$ cat src/rtl/multi_phase_sequencer.sv
// One-hot phase sequencer: rotates an NPHASE-bit phase forward/reverse, stepping
// from an internal rate prescaler or a ready/request handshake, with position tracking.
module multi_phase_sequencer #(
  parameter int NPHASE = 5,
  parameter int DIV_W  = 16,
  parameter int POS_W  = 16
) (
  input  logic              clk,
  input  logic              rst,
  input  logic              enable,
  input  logic              mode,
  input  logic              dir,
  input  logic [DIV_W-1:0]  div,
  input  logic              step_req,
  output logic              step_rdy,
  input  logic              load,
  input  logic [NPHASE-1:0] load_phase,
  output logic [NPHASE-1:0] phase,
  output logic [POS_W-1:0]  position,
  output logic              step_pulse,
  output logic              fault
);

  localparam logic [NPHASE-1:0] PH_INIT = NPHASE'(1);

  logic [NPHASE-1:0] r_phase, w_phase_nxt;
  logic [POS_W-1:0]  r_pos, w_pos_nxt;
  logic [DIV_W-1:0]  r_count, w_count_nxt;
  logic              r_pulse, w_pulse_nxt;
  logic              r_fault, w_fault_nxt;
  logic              w_at_div, w_phase_ok, w_load_ok, w_step;

  function automatic logic is_onehot(input logic [NPHASE-1:0] v);
    return (v != '0) && ((v & (v - NPHASE'(1))) == '0);
  endfunction

  always_comb begin
    w_at_div   = (r_count >= div);
    w_phase_ok = is_onehot(r_phase);
    w_load_ok  = is_onehot(load_phase);
    step_rdy   = enable & mode & w_at_div;
    // A corrupted phase or a load suppresses the step on that edge.
    w_step     = enable & ~load & w_phase_ok & (mode ? (step_req & w_at_div) : w_at_div);
  end

  always_comb begin
    w_phase_nxt = r_phase;
    w_pos_nxt   = r_pos;
    w_count_nxt = r_count;
    w_pulse_nxt = 1'b0;
    w_fault_nxt = r_fault;
    if (load) begin
      if (w_load_ok) begin
        w_phase_nxt = load_phase;
      end else begin
        w_phase_nxt = PH_INIT;
        w_fault_nxt = 1'b1;
      end
    end else begin
      if (!enable) begin
        w_count_nxt = '0;
      end else if (w_step) begin
        w_count_nxt = '0;
      end else if (r_count < div) begin
        w_count_nxt = r_count + DIV_W'(1);
      end

      if (!w_phase_ok) begin
        w_phase_nxt = PH_INIT;
        w_fault_nxt = 1'b1;
      end else if (w_step) begin
        w_pulse_nxt = 1'b1;
        if (dir) begin
          w_phase_nxt = {r_phase[0], r_phase[NPHASE-1:1]};
          w_pos_nxt   = r_pos - POS_W'(1);
        end else begin
          w_phase_nxt = {r_phase[NPHASE-2:0], r_phase[NPHASE-1]};
          w_pos_nxt   = r_pos + POS_W'(1);
        end
      end
    end
  end

  always_ff @(posedge clk or posedge rst) begin
    if (rst) begin
      r_phase <= PH_INIT;
      r_pos   <= '0;
      r_count <= '0;
      r_pulse <= 1'b0;
      r_fault <= 1'b0;
    end else begin
      r_phase <= w_phase_nxt;
      r_pos   <= w_pos_nxt;
      r_count <= w_count_nxt;
      r_pulse <= w_pulse_nxt;
      r_fault <= w_fault_nxt;
    end
  end

  assign phase      = r_phase;
  assign position   = r_pos;
  assign step_pulse = r_pulse;
  assign fault      = r_fault;

endmodule

$ cat config.mk
export PLATFORM = sky130hd
export DESIGN_NAME = multi_phase_sequencer
export DESIGN_NICKNAME = d
export VERILOG_FILES = /design/src/rtl/multi_phase_sequencer.sv
export SDC_FILE = /design/constraint.sdc
export NUM_CORES = 1
export LEC_CHECK = 0
export BUFFER_PORTS_ARGS = -buffer_cell sky130_fd_sc_hd__buf_4
export CORE_ASPECT_RATIO = 0.8
export CORE_MARGIN = 2
export CORE_UTILIZATION = 60
export DETAILED_ROUTE_END_ITERATION = 7
export PLACE_DENSITY = 0.89
export SLEW_MARGIN = 20
export SYNTH_ARGS = -nofsm -noshare
export SYNTH_HDL_FRONTEND = slang
export SYNTH_SLANG_ARGS = --single-unit
$ cat constraint.sdc
create_clock -name clk -period 3.8 [get_ports clk]
set_input_delay 0.76 -clock clk [delete_from_list [all_inputs] [get_ports clk]]
set_output_delay 0.76 -clock clk [all_outputs]
set_load 0.01 [all_outputs]
* Yosys cells after proc, flatten, opt, wreduce, memory -nomap -nowiden
Index checks and enable logic that the tools add are counted.
Storage, ports and cells: register bits after elaboration 39, word-level logic and storage cells 50
Cells by class: equal/unequal tests 4, order comparisons 2, bitwise gates (word level) 9, reduce and logical (&&, ||, !) cells 9, mux-type cells 16, add/sub/neg operators 5
Operators with widths (number):
- 2-to-1 mux 16 bit | 4
- adder 16 x 1 -> 16 bit (second input constant) | 2
- 2-to-1 mux 5 bit | 5
- greater-or-equal comparator 16 bit | 1
- less-than comparator 16 bit | 1
- subtractor 16 x 1 -> 16 bit (second input constant) | 1
- bitwise AND 5 bit | 2
- zero test 5 bit | 2
- nonzero test 5 bit | 2
- subtractor 5 x 1 -> 5 bit (second input constant) | 2
- 2-to-1 mux 1 bit | 7
- bitwise AND 1 bit | 6
- inequality test 2 bit (second input constant) | 2
- AND reduction 2 bit | 2
- inequality test 3 x 1 -> 1 bit (second input constant) | 1
- inequality test 3 x 2 -> 1 bit (second input constant) | 1
- AND reduction 3 bit | 1
- logical AND 1 bit | 2
- NOT 1 bit | 1

* Logic depth before layout (Yosys ltp)
depth after elaboration 9, gate-level depth with buffers 10, mapped depth without buffers 8

* Least setup slack after synthesis
OpenSTA, ideal clock, no wires.
path type input to output, from input div[1], to output step_rdy, path buffers 0, data required time 3040 ps, arrival time 2034 ps, cell stages on the path 6, setup slack 1006 ps, path through inv_1 ha_1 nor2b_1 o211ai_1 a2111o_1 a31oi_1
On the way: longest elaborated chain between the ends 2
Ends and longest elaborated chain:
- from (decl) | RTL line 13 | input logic [DIV_W-1:0] div,
- greater-or-equal comparator 16 bit | RTL line 38 | w_at_div = (r_count >= div);
- bitwise AND 1 bit | RTL line 41 | step_rdy = enable & mode & w_at_div;
- to (decl) | RTL line 15 | output logic step_rdy,
Every way passes these cells.

* Worst setup path in the final report
Ends and elaborated chain as after synthesis.

==> impl_summary.md <==
Outcome
The flow ran to the end, and the final reports show no timing, DRC or antenna violations.

Power and ir drop
The worst-case IR drop observed on VDD is 294.8 µV. The post-layout total power is roughly 0.0013 W. Summed over all cells, the static leakage comes to 1.780 nW.

The power per standard cell area is 352.4 mW/mm².

GRT
The first global-routing pass estimated 13.20 mm of wire. The remaining global-route overflow is 0. The number of antenna violations at the first check in global routing is 0. The total global-route track usage is a little over a quarter. The via count of the first global-routing pass is approximately 2.9k. The maximum number of pins on one net before global-route repair is 40.

Floorplan
The floorplan step set the die width to 85.58 µm. The floorplan step defined a die boundary enclosing 0.005927 mm². The site row count is 23. During I/O placement, the number of pins put on the boundary was 52.

Once the floorplan was initialized, standard cells occupied 63.07% of the core. The die boundary height is 69.26 µm. The core footprint is ~0.005 mm².

Timing
Across the routed clock network, the largest skew measured is between 0.005 and 0.006 ns. The achievable frequency is 0.3290 GHz. The final critical path time including I/O delays and setup is 3.039 ns. The number of max-slew violations in the final report is 0. The headroom to the max-slew limit is 51.24%. The accumulated negative setup slack is 0 ns. For the pin with the worst max-slew slack, the measured transition is 0.7129 ns.

Setup repair after global routing left no endpoint under its margin. The worst path uses 79.99% of the clock period. Setup violations remaining at the end of the flow were counted as 0. The number of endpoints with negative hold slack in the final report is 0.

Place
The instance count after placement with tap cells included is 473. The count of port buffers added during placement is 51. In this run the cell area measured after placement is 0.003612 mm².

The congestion estimate from routability-driven global placement came to 0.8654. The total half-perimeter wirelength after legalization and detailed placement is ~5.7 mm.

Layout
Leaving out filler cells and counting taps, the final layout contains between 400 and 500. The area overhead of the layout relative to synthesis is 15.63%. The filler cell count in the final layout is 393.

The diode insertion count for antenna repair is 0. The cell area after layout is roughly 0.0037 mm². The multi-input combinational cells in the finished layout cover a total of 0.002028 mm². The layout net count is ~480.

The register area is 977.2 µm². Cells fill 72.92% of the core in the end. The proportion of layout cells with a drive suffix above 1 is a little under a fifth.

Yosys
After synthesis the cells add up to 0.003194 mm². The synthesized design contains 0 enable-type register cells. The synthesized design spends more area on one cell type than any other, namely sky130_fd_sc_hd__dfrtp_1. The mean area per synthesized cell is around 8.7 µm².

By area the synthesized netlist is led by sky130_fd_sc_hd__dfrtp_1 (30%), sky130_fd_sc_hd__ha_1 (12%), sky130_fd_sc_hd__o21ai_0 (5.0%). The post-synthesis sequential area ratio is 30.59%. Synthesis produced a netlist whose cell count is 369. In the synthesized netlist the async set-or-reset flop fraction comes to 100.0%. The count of state elements after synthesis is 39.

The most instantiated flip-flop cell in the synthesis netlist is sky130_fd_sc_hd__dfrtp_1. Yosys mapped the design onto 65 distinct sky130hd cell types. Synthesis produced a netlist with a net count of 429. The total number of yosys warnings is 0.

Of the post-synthesis cell area, the dominant cell type holds 29.77%.

Hold path
The critical hold path startpoint is fault$_DFFE_PP0P_. The class of the tightest hold or removal check is reg2reg.

Clock network
The clock drives 39 sinks. The total number of H-tree levels is 2. The longest clock path from root to sink contains 2 buffers. The TritonCTS clock tree is built.

The number of gates resized after cts is 0. CTS placed an instance of sky130_fd_sc_hd__clkbuf_8 at the clock tree root. The number of setup buffers added after CTS is 0. The count of hold buffers inserted by post-cts repair is 0. The clock transition time at the flip-flop clock pins of the worst setup and hold paths is 0.08 ns. Counting the buffers created by CTS gives 5. The clock latency reported for the late side of the worst-skew pair is 0.29 ns.

Routing
The first-pass iteration count of the detailed router is 4. In this run the remaining antenna-violating nets after routing total 0. After detailed routing, the average wire length per cell comes to approximately 16 µm. Summed over all layers, the routed wires come to between 7 and 8 mm. The remaining routing DRC violations is 0. The post-detailed-route via-to-cell ratio is 6.270. The number of vias in the routed layout is roughly 3.0k.

The detailed router finished its first iteration with 227 violations.

Worst setup path
Data arrives at the worst endpoint at 2.28 ns. By startpoint and endpoint, the worst setup path is classified as in2out. The worst path required time is 3.04 ns. The reg-to-reg setup timing slack is 1.16 ns. The worst setup path is launched from an input pin. In this run the worst path has a maximum fanout of 7. The endpoint kind of the worst setup timing path is a primary output. The most critical setup path has its startpoint at div[1]. In this run the critical register-to-register path is launched from r_count[7]$_DFFE_PP0P_.

Job
The max-capacitance violation count is 0.
## area by class of cell
type | instances | share of cell area, %
inverters | 33 | 3.354
clock inverters | 1 | 0.1355
repair buffers | 54 | 10.98
flip-flops and latches | 39 | 26.46
well taps | 62 | 2.100
multi-input cells | 285 | 54.91
clock buffers | 7 | 2.066
## cells by family after synthesis
kind of cell / share of synthesized area (%)
AND/OR/NAND/NOR: 18.33
flip-flops: 30.59
XOR/XNOR: 4.113
multiplexers: 1.332
AO/OA/AOI/OAI: 26.95
adder cells (fa/ha/maj): 12.77
buffers and inverters: 5.915
## placed cells by master (no fill, tap or decap), types with 7 or more instances in the layout
cell                      instances
sky130_fd_sc_hd__buf_4           54
sky130_fd_sc_hd__dfrtp_1         38
sky130_fd_sc_hd__nand2_1         34
sky130_fd_sc_hd__inv_1           33
sky130_fd_sc_hd__o21ai_0         32
sky130_fd_sc_hd__ha_1            31
sky130_fd_sc_hd__a21oi_1         30
sky130_fd_sc_hd__nor2_1          15
sky130_fd_sc_hd__or4_1           10
sky130_fd_sc_hd__xor2_1           9
sky130_fd_sc_hd__o31ai_1          9
sky130_fd_sc_hd__nand4_1          7
## where the power goes
group | internal [W] | switching [W] | total [W]
logic | 0.000233 | 0.000259 | 0.000492
clock network | 0.000129 | 0.000146 | 0.000275
registers | 0.000467 | 0.0000679 | 0.000534
total | 0.000828 | 0.000473 | 0.00130
## flip-flops by register name, summed over array words and instances, names as in the netlist
name / flops
position: 16
r_count: 16
phase: 5
fault: 1
step_pulse: 1
## cell usage after synthesis (all sizes together) (3+ instances only)
cell type / n
o21ai: 37
o31ai: 10
ha: 31
a31oi: 3
clkbuf: 5
nor2: 15
nand4: 7
nor3: 3
and3: 5
or4: 11
or3: 7
o41ai: 3
dfrtp: 38
a21o: 6
a21boi: 4
a2bb2oi: 4
inv: 33
xor2: 9
a21oi: 31
a311oi: 3
buf: 7
nand2: 34
nand2b: 4
nand3: 7
o211ai: 5
nor2b: 5
xnor2: 6
## per-layer routing
layer / part of all wire, % / vias to the layer above / global-route usage (%) / routed length [µm]
met1: 45 / 1435 / 37.68 / 3390
met3: 6.0 / 15 / 4.524 / 448
met5: 0 / - / 0 / 0
met2: 47 / 102 / 43.06 / 3507
li1: - / 1464 / - / -
met4: 2.1 / 0 / 7.584 / 155
## worst paths after layout
check | end | cells after the start
worst min register to register | fault$_DFFE_PP0P_ | 1
worst max register to register | r_count[8]$_DFFE_PP0P_ | 7
max in group asynchronous | phase[0]$_DFFE_PP1P_ | 3
worst max-delay path | step_rdy | 8
min in group asynchronous | fault$_DFFE_PP0P_ | 3
worst min-delay path | fault$_DFFE_PP0P_ | 1
## through the flow
step	hold WS [ns]	worst slack (ns)
floorplan	0.4916	1.006
finish	0.4905	0.7605
global route	0.5237	0.5526
CTS	0.4903	0.7651
global placement	0.4699	0.8014
detailed placement	0.4717	0.7002
## critical path: stages
cell                       delay (ns)
sky130_fd_sc_hd__buf_4           0.08
sky130_fd_sc_hd__inv_1           0.03
sky130_fd_sc_hd__ha_1            0.28
sky130_fd_sc_hd__nor2b_1         0.14
sky130_fd_sc_hd__o211ai_1        0.12
sky130_fd_sc_hd__a2111o_1        0.51
sky130_fd_sc_hd__a31oi_1         0.20
sky130_fd_sc_hd__buf_4           0.15
(Power assumes the default switching activity.)
